`config.mk`:
```
export PLATFORM = sky130hd
export DESIGN_NAME = muldiv_unit
export DESIGN_NICKNAME = d
export VERILOG_FILES = /design/src/rtl/muldiv_unit.sv
export SDC_FILE = /design/constraint.sdc
export NUM_CORES = 2
export LEC_CHECK = 0
export ABC_AREA = 1
export CAP_MARGIN = 0
export CORE_MARGIN = 5
export CORE_UTILIZATION = 25
export DETAILED_ROUTE_END_ITERATION = 8
export PLACE_DENSITY = 0.42
export SETUP_SLACK_MARGIN = 0.15
export SLEW_MARGIN = 20
export SYNTH_ARGS = -nofsm -noshare
export SYNTH_HDL_FRONTEND = slang
export SYNTH_SLANG_ARGS = --single-unit
export TNS_END_PERCENT = 100
```
`constraint.sdc`:
```
create_clock -name clk -period 11.1 [get_ports clk]
set_input_delay 2.22 -clock clk [delete_from_list [all_inputs] [get_ports clk]]
set_output_delay 2.22 -clock clk [all_outputs]
set_load 0.005 [all_outputs]
```
`src/rtl/muldiv_unit.sv`:
```
// Multi-cycle multiply/divide unit feeding the HI/LO register file.
// Emits a one-cycle write-enable with HI/LO data; busy_o stalls the pipeline while iterating.
module muldiv_unit #(
  parameter int unsigned WIDTH       = 32,
  parameter int unsigned MUL_LATENCY = 2
) (
  input  logic             clk,
  input  logic             rst,
  input  logic             start_i,
  input  logic [2:0]       op_i,
  input  logic [WIDTH-1:0] operandA_i,
  input  logic [WIDTH-1:0] operandB_i,
  input  logic             flush_i,
  output logic             busy_o,
  output logic [1:0]       writeEnable_o,
  output logic [WIDTH-1:0] HI_data_o,
  output logic [WIDTH-1:0] LO_data_o
);

  localparam int unsigned CNT_MAX = (WIDTH > MUL_LATENCY) ? WIDTH : MUL_LATENCY;
  localparam int unsigned CNT_W   = $clog2(CNT_MAX + 1);

  localparam logic [2:0] OP_MULT  = 3'd1;
  localparam logic [2:0] OP_MULTU = 3'd2;
  localparam logic [2:0] OP_DIV   = 3'd3;
  localparam logic [2:0] OP_DIVU  = 3'd4;
  localparam logic [2:0] OP_MTHI  = 3'd5;
  localparam logic [2:0] OP_MTLO  = 3'd6;

  typedef enum logic [1:0] {
    ST_IDLE = 2'd0,
    ST_MUL  = 2'd1,
    ST_DIV  = 2'd2
  } state_t;

  state_t           state;
  logic [CNT_W-1:0] cnt;
  // opa doubles as the dividend/quotient shift register during a divide
  logic [WIDTH-1:0] opa;
  logic [WIDTH-1:0] opb;
  logic [WIDTH-1:0] rem;
  logic             op_signed;
  logic             quo_neg;
  logic             rem_neg;

  logic [2*WIDTH-1:0] prod;
  logic [2*WIDTH-1:0] prod_direct;
  logic [WIDTH:0]     div_shift;
  logic [WIDTH:0]     div_diff;
  logic [WIDTH-1:0]   quo_next;
  logic [WIDTH-1:0]   rem_next;
  logic               a_neg;
  logic               b_neg;
  logic               is_signed_mul;

  function automatic logic [2*WIDTH-1:0] mul_full(input logic [WIDTH-1:0] a,
                                                  input logic [WIDTH-1:0] b,
                                                  input logic             sgn);
    logic [2*WIDTH-1:0] ax;
    logic [2*WIDTH-1:0] bx;
    ax = sgn ? {{WIDTH{a[WIDTH-1]}}, a} : {{WIDTH{1'b0}}, a};
    bx = sgn ? {{WIDTH{b[WIDTH-1]}}, b} : {{WIDTH{1'b0}}, b};
    return ax * bx;
  endfunction

  function automatic logic [WIDTH-1:0] neg_if(input logic [WIDTH-1:0] v, input logic sel);
    return sel ? ((~v) + WIDTH'(1)) : v;
  endfunction

  // Product of captured operands, plus a direct path for single-cycle multiply
  always_comb begin
    is_signed_mul = (op_i == OP_MULT);
    prod          = mul_full(opa, opb, op_signed);
    prod_direct   = mul_full(operandA_i, operandB_i, is_signed_mul);
  end

  // Operand signs for a signed divide; magnitudes are captured at acceptance
  always_comb begin
    a_neg = (op_i == OP_DIV) && operandA_i[WIDTH-1];
    b_neg = (op_i == OP_DIV) && operandB_i[WIDTH-1];
  end

  // One restoring-division step: shift in the next dividend bit, trial-subtract
  always_comb begin
    div_shift = {rem, opa[WIDTH-1]};
    div_diff  = div_shift - {1'b0, opb};
    if (div_diff[WIDTH]) begin
      rem_next = div_shift[WIDTH-1:0];
      quo_next = {opa[WIDTH-2:0], 1'b0};
    end else begin
      rem_next = div_diff[WIDTH-1:0];
      quo_next = {opa[WIDTH-2:0], 1'b1};
    end
  end

  // Control FSM with registered write port
  always_ff @(posedge clk or negedge rst) begin
    if (!rst) begin
      state         <= ST_IDLE;
      cnt           <= '0;
      busy_o        <= 1'b0;
      writeEnable_o <= 2'b00;
      HI_data_o     <= '0;
      LO_data_o     <= '0;
      opa           <= '0;
      opb           <= '0;
      rem           <= '0;
      op_signed     <= 1'b0;
      quo_neg       <= 1'b0;
      rem_neg       <= 1'b0;
    end else begin
      writeEnable_o <= 2'b00;
      HI_data_o     <= '0;
      LO_data_o     <= '0;
      if (flush_i) begin
        state  <= ST_IDLE;
        cnt    <= '0;
        busy_o <= 1'b0;
      end else begin
        case (state)
          ST_IDLE: begin
            if (start_i) begin
              case (op_i)
                OP_MTHI: begin
                  writeEnable_o <= 2'b10;
                  HI_data_o     <= operandA_i;
                end
                OP_MTLO: begin
                  writeEnable_o <= 2'b01;
                  LO_data_o     <= operandA_i;
                end
                OP_MULT, OP_MULTU: begin
                  if (MUL_LATENCY == 1) begin
                    writeEnable_o <= 2'b11;
                    HI_data_o     <= prod_direct[2*WIDTH-1:WIDTH];
                    LO_data_o     <= prod_direct[WIDTH-1:0];
                  end else begin
                    opa       <= operandA_i;
                    opb       <= operandB_i;
                    op_signed <= is_signed_mul;
                    cnt       <= CNT_W'(MUL_LATENCY - 1);
                    state     <= ST_MUL;
                    busy_o    <= 1'b1;
                  end
                end
                OP_DIV, OP_DIVU: begin
                  if (operandB_i == '0) begin
                    writeEnable_o <= 2'b11;
                    HI_data_o     <= operandA_i;
                    LO_data_o     <= '1;
                  end else begin
                    opa     <= neg_if(operandA_i, a_neg);
                    opb     <= neg_if(operandB_i, b_neg);
                    rem     <= '0;
                    quo_neg <= a_neg ^ b_neg;
                    rem_neg <= a_neg;
                    cnt     <= CNT_W'(WIDTH);
                    state   <= ST_DIV;
                    busy_o  <= 1'b1;
                  end
                end
                default: ;
              endcase
            end
          end
          ST_MUL: begin
            cnt <= cnt - CNT_W'(1);
            if (cnt == CNT_W'(1)) begin
              writeEnable_o <= 2'b11;
              HI_data_o     <= prod[2*WIDTH-1:WIDTH];
              LO_data_o     <= prod[WIDTH-1:0];
              state         <= ST_IDLE;
              busy_o        <= 1'b0;
            end
          end
          ST_DIV: begin
            opa <= quo_next;
            rem <= rem_next;
            cnt <= cnt - CNT_W'(1);
            if (cnt == CNT_W'(1)) begin
              writeEnable_o <= 2'b11;
              HI_data_o     <= neg_if(rem_next, rem_neg);
              LO_data_o     <= neg_if(quo_next, quo_neg);
              state         <= ST_IDLE;
              busy_o        <= 1'b0;
            end
          end
          default: begin
            state  <= ST_IDLE;
            busy_o <= 1'b0;
          end
        endcase
      end
    end
  end

endmodule
```
After elaboration in Yosys (flattened, before gate mapping)

Cells that the tools add are included.

Output and inout port bits: 67
Word-level logic and storage cells: 117
Flip-flop bits (word level): 174

Equality and inequality tests: 19
Mux-type cells: 55
$mul: 1
Reduce and logical (&&, ||, !) cells: 17
Add/sub/neg operators: 6
Bitwise operators: 7

Operators with widths:

| kind                                                                    | count |
|---|---|
| 32-bit two-way mux                                                      | 21 |
| 32-bit one-hot mux with 2 select lines                                  | 6 |
| 32-bit one-hot mux with 3 select lines                                  | 2 |
| 32-bit by 1-bit adder with 32-bit output, second input constant         | 4 |
| 64-bit two-way mux                                                      | 2 |
| 32-bit inverter                                                         | 4 |
| 64-bit by 64-bit multiplier with 64-bit output                          | 1 |
| 33-bit by 32-bit subtractor with 33-bit output                          | 1 |
| 32-bit logical NOT                                                      | 1 |
| 6-bit one-hot mux with 2 select lines                                   | 2 |
| 5-bit AND reduction                                                     | 4 |
| 6-bit two-way mux                                                       | 3 |
| 2-bit two-way mux                                                       | 8 |
| 2-bit one-hot mux with 2 select lines                                   | 3 |
| 4-bit AND reduction                                                     | 3 |
| 3-bit equality test, second input constant                              | 3 |
| 3-bit by 2-bit equality test with 1-bit output, second input constant   | 2 |
| 6-bit by 1-bit equality test with 1-bit output, second input constant   | 1 |
| 2-bit inequality test, second input constant                            | 3 |
| 3-bit by 1-bit inequality test with 1-bit output, second input constant | 2 |
| 3-bit inequality test, second input constant                            | 2 |
| 2-bit one-hot mux with 3 select lines                                   | 1 |
| 2-bit OR reduction                                                      | 3 |
| 6-bit by 1-bit subtractor with 6-bit output, second input constant      | 1 |
| other kinds (14)                                                        | 22 |

Logic depth before layout (Yosys ltp)

Depth in word-level cells: 8
Depth in mapped cells: 43

Least setup slack after synthesis

No wires, ideal clock.

Kind: reg2reg
Start: reg opa[31]
End: reg HI_data_o[31]
Setup time: 78 ps
Path buffers: 2
Slack: 2118 ps
Cell stages (with the launch flop): 36
Data arrival time: 8904 ps
Period minus slack after synthesis: 8982 ps
Cells stage by stage: dfrtp_1 clkbuf_1 nand2_1 clkbuf_1 nor2_1 fa_1 inv_1 fa_1 inv_1 fa_1 inv_1 fa_1 inv_1 fa_1 fa_1 fa_1 inv_1 fa_1 inv_1 fa_1 inv_1 fa_1 inv_1 ha_1 a21oi_1 nor3_1 a2111oi_0 inv_1 nor2_1 nand2_1 nand2_1 nand3b_1 nand3_1 nand2_1 inv_1 a21oi_1

Cells in the longest elaborated chain, start to end: 8
Elaborated cells between the ends (all ways): 11

Ends and longest elaborated chain:

| item                                                                                   | RTL line | source |
|---|---|---|
| start, declared                                                                        | 39       | `logic [WIDTH-1:0] opa;` |
| start signal, assigned                                                                 | 138      | `opa <= operandA_i;` |
| start signal, assigned                                                                 | 152      | `opa <= neg_if(operandA_i, a_neg);` |
| start signal, assigned                                                                 | 177      | `opa <= quo_next;` |
| branches (longest 6 deep; another with 64-bit by 64-bit multiplier with 64-bit output) | -        |  |
| 32-bit one-hot mux with 3 select lines *                                               | 120      | `case (state)` |
| 32-bit two-way mux *                                                                   | 115      | `if (flush_i) begin` |
| end signal, assigned                                                                   | 126      | `HI_data_o <= operandA_i;` |
| end signal, assigned                                                                   | 135      | `HI_data_o <= prod_direct[2*WIDTH-1:WIDTH];` |
| end signal, assigned                                                                   | 182      | `HI_data_o <= neg_if(rem_next, rem_neg);` |
| end, declared                                                                          | 16       | `output logic [WIDTH-1:0] HI_data_o,` |

Every way passes the cells marked *.
A chain may end at the register's enable or synchronous reset.

Worst setup path after layout

Start: reg opb[10]
End: reg HI_data_o[27]

Cells in the longest elaborated chain, start to end: 8
Elaborated cells between the ends (all ways): 11

Ends and longest elaborated chain:

| item                                                                                   | RTL line | source |
|---|---|---|
| start, declared                                                                        | 40       | `logic [WIDTH-1:0] opb;` |
| start signal, assigned                                                                 | 139      | `opb <= operandB_i;` |
| start signal, assigned                                                                 | 153      | `opb <= neg_if(operandB_i, b_neg);` |
| branches (longest 6 deep; another with 64-bit by 64-bit multiplier with 64-bit output) | -        |  |
| 32-bit one-hot mux with 3 select lines *                                               | 120      |  |
| 32-bit two-way mux *                                                                   | 115      |  |

Marks and branches as above.

==> flow_metrics.env <==
export IMPL_status="finished, final reports clean"
export IMPL_dieArea_sq_um=264000
export IMPL_synth_area_leaders="fa_1, inv_1, nand2_1, ha_1, dfrtp_1"
export IMPL_fin_crit_sh_pct=95.8
export IMPL_critPathRequiredTime_ps=11470
export IMPL_pre_cts_ws_ps=634
export IMPL_relSlewSlack_pct=22.2
export IMPL_hp_class="reg -> reg"
export IMPL_routed_top_layer="met5"
export IMPL_dr_pass1_iters=5
export IMPL_drc=0
export IMPL_synth_warning_count=0
export IMPL_wl_met2_um=132000
export IMPL_wl_met1_um=119000
export IMPL_postCtsSetupBuffers=0
export IMPL_avgSynthCellArea_sq_um=7.73
export IMPL_wl_met3_um=10600
export IMPL_post_cts_resized=0
export IMPL_clock_sinks=174
export IMPL_routedWlPerCell_um=23.3
export IMPL_hold_buffers=0
export IMPL_initial_core_util_pct=25.0
export IMPL_synth_ff_latch_count=174
export IMPL_path_class="reg -> reg"
export IMPL_yosys_area_top_type="fa_1"
export IMPL_num_rows=185
export IMPL_fin_nets=10042
export IMPL_tritoncts="built"
export IMPL_portBuffers=137
export IMPL_worst_pin_slew_ps=1160
export IMPL_tns_ps=0
export IMPL_numCtsBuffers=17
export IMPL_cts_max_level=4
export IMPL_slew_violations=0
export IMPL_synth_edff_count=0
export IMPL_start_kind="flop"
export IMPL_clock_tree_buffer_depth=2
export IMPL_grt_util_all_layers_pct=20.6
export IMPL_grt_overflow=0
export IMPL_grt_max_degree=80
export IMPL_die_height_um=514
export IMPL_hold_viol=0
export IMPL_crit_arrival_ps=11010
export IMPL_via_per_inst=4.48
export IMPL_synth_top_area_share_pct=44.8
export IMPL_synth_area_sq_um=63400
export IMPL_vias=51873
export IMPL_postLayoutCoreUtil_pct=27.6
export IMPL_slowest_delay_ps=910
export IMPL_grt_pass1_wl_um=397000
export IMPL_hold_slack_ps=495
export IMPL_end_kind="flop"
export IMPL_grt_pass1_vias=56292
export IMPL_wl_um=270000
export IMPL_layout_drive_gt1_share_pct=3.93
export IMPL_finalSetupViolCount=0
export IMPL_critPathSlowestCell="o21ai_0"
export IMPL_gp_congestion=0.987
export IMPL_first_iter_violations=3879
export IMPL_fin_ws_ps=470
export IMPL_synthFlopType="dfrtp_1"
export IMPL_coreArea_sq_um=253000
export IMPL_synthToLayoutAreaGrowth_pct=10.0
export IMPL_path_clk_slew_ps=90
export IMPL_fin_worst_skew_ps=34.5
export IMPL_rsz0062_at_grt="false"
export IMPL_layout_min_cycle_time_ps=10630
export IMPL_ant_nets=0
export IMPL_maxCapViolCount=0
export IMPL_path_max_fanout=8
export IMPL_pin_count=138
export IMPL_synth_cell_type_count=58
export IMPL_async_reset_ff_share_pct=100
export IMPL_synth_nets=10053
export IMPL_clk_insertion_delay_late_ps=540
export IMPL_yosysSeqAreaShare_pct=6.86
export IMPL_grt_antenna_before_repair=6
export IMPL_dieWidth_um=514
export IMPL_clockRootBuffer="clkbuf_16"
export IMPL_cp_common_cell="fa_1"
export IMPL_place_hpwl_um=228000
export IMPL_syn_inst=8211
export IMPL_fmax_mhz=94.1
==> worst max-delay path: cells and delay by family, from the launching register on <==
| kind | cells | cell delay, ps |
|---|---|---|
| and+or+nand+nor | 8 | 1400 |
| DFF | 1 | 700 |
| AOI/OAI and AO/OA | 3 | 1070 |
| adders and majority gates | 11 | 6100 |
| buffers and inverters | 8 | 1190 |
==> worst paths after layout <==
kind,to,depth (start not counted),slack [ps],startpoint
max,HI_data_o[27],30,470,opb[10]
min,cnt[1],2,500,cnt[1]
max reg2reg,HI_data_o[27],30,470,opb[10]
min reg2reg,cnt[1],2,500,cnt[1]
max in group asynchronous,opb[18],2,7960,rst
min in group asynchronous,LO_data_o[23],1,1760,rst
==> flip-flops by register name (all words and copies together) (netlist names) <==
| signal | count |
|---|---|
| cnt | 6 |
| busy_o | 1 |
| rem_neg | 1 |
| quo_neg | 1 |
| state | 2 |
| LO_data_o | 32 |
| opb | 32 |
| HI_data_o | 32 |
| writeEnable_o | 2 |
| opa | 32 |
| op_signed | 1 |
| rem | 32 |
==> through the flow <==
stage          instance area, sq um  std cells
2_1_floorplan                 63400       8211
3_3_place_gp                  69100      11547
3_5_place_dp                  69100      11547
4_1_cts                       69800      11579
5_1_grt                       69800      11581
6_report                      69800      11590
==> cell usage after synthesis, types with 6 or more instances <==
cell type,instances
inv_2,8
dfrtp_1,174
nor4_1,10
o21bai_1,7
nand2_2,29
fa_1,1420
or2_2,25
buf_6,7
ha_1,351
a21oi_1,222
clkbuf_1,272
nand3b_1,10
o21ai_0,268
xnor2_1,37
nand2_4,7
a31oi_1,55
o22ai_1,41
o21ai_2,6
nand4_1,32
nor2_1,357
inv_1,2550
buf_2,6
nor2_2,8
a21o_1,19
o211ai_1,33
xor2_1,87
nand2_1,1823
nor3_1,64
nand3_1,166
o21ai_1,7
buf_1,45
==> layout make-up <==
class                   count  area [sq um]
inverters                2561          9610
diodes                     11          27.5
repair buffers            304          2770
flip-flops and latches    174          4390
multi-input cells        5142         48100
well taps                3366          4210
clock buffers              18           439
fillers                 27763        183000
clock inverters            14           209
==> per-layer routing <==
layer  track usage (%)  vias to the layer above
met5                 0                        -
met4              5.89                        2
met3              1.64                      215
met2              35.5                     1301
met1              27.8                    26935
li1                  -                    23420
==> cell families (layout without fill, tap and decap cells) <==
family                     Yosys count  in the layout  share of synthesized area, %
AOI/OAI and AO/OA                  700            700                          6.21
DFF                                174            174                          6.86
adders and majority gates         1771           1771                          51.7
and+or+nand+nor                   2547           2547                          16.2
xor gates and xnor gates           124            124                          1.71
other                                0             11                             0
buffers and inverters             2895           2897                          17.3
==> cells in the final DEF, fill, tap and decap left out, types with 10 or more instances in the layout <==
master,n
a21o_1,19
a21oi_1,222
a31oi_1,55
buf_12,11
buf_4,156
clkbuf_16,17
clkdlybuf4s50_1,136
dfrtp_1,152
dfrtp_2,19
diode_2,11
fa_1,1420
ha_1,351
inv_1,2549
nand2_1,1822
nand2_2,30
nand3_1,165
nand3b_1,10
nand4_1,32
nor2_1,354
nor2_2,10
nor3_1,62
nor4_1,10
o211ai_1,33
o21ai_0,268
o22ai_1,41
or2_2,25
xnor2_1,37
xor2_1,87
Power is not shown: default switching activity piles up to over one toggle a cycle in this logic, so the estimate is an artifact.
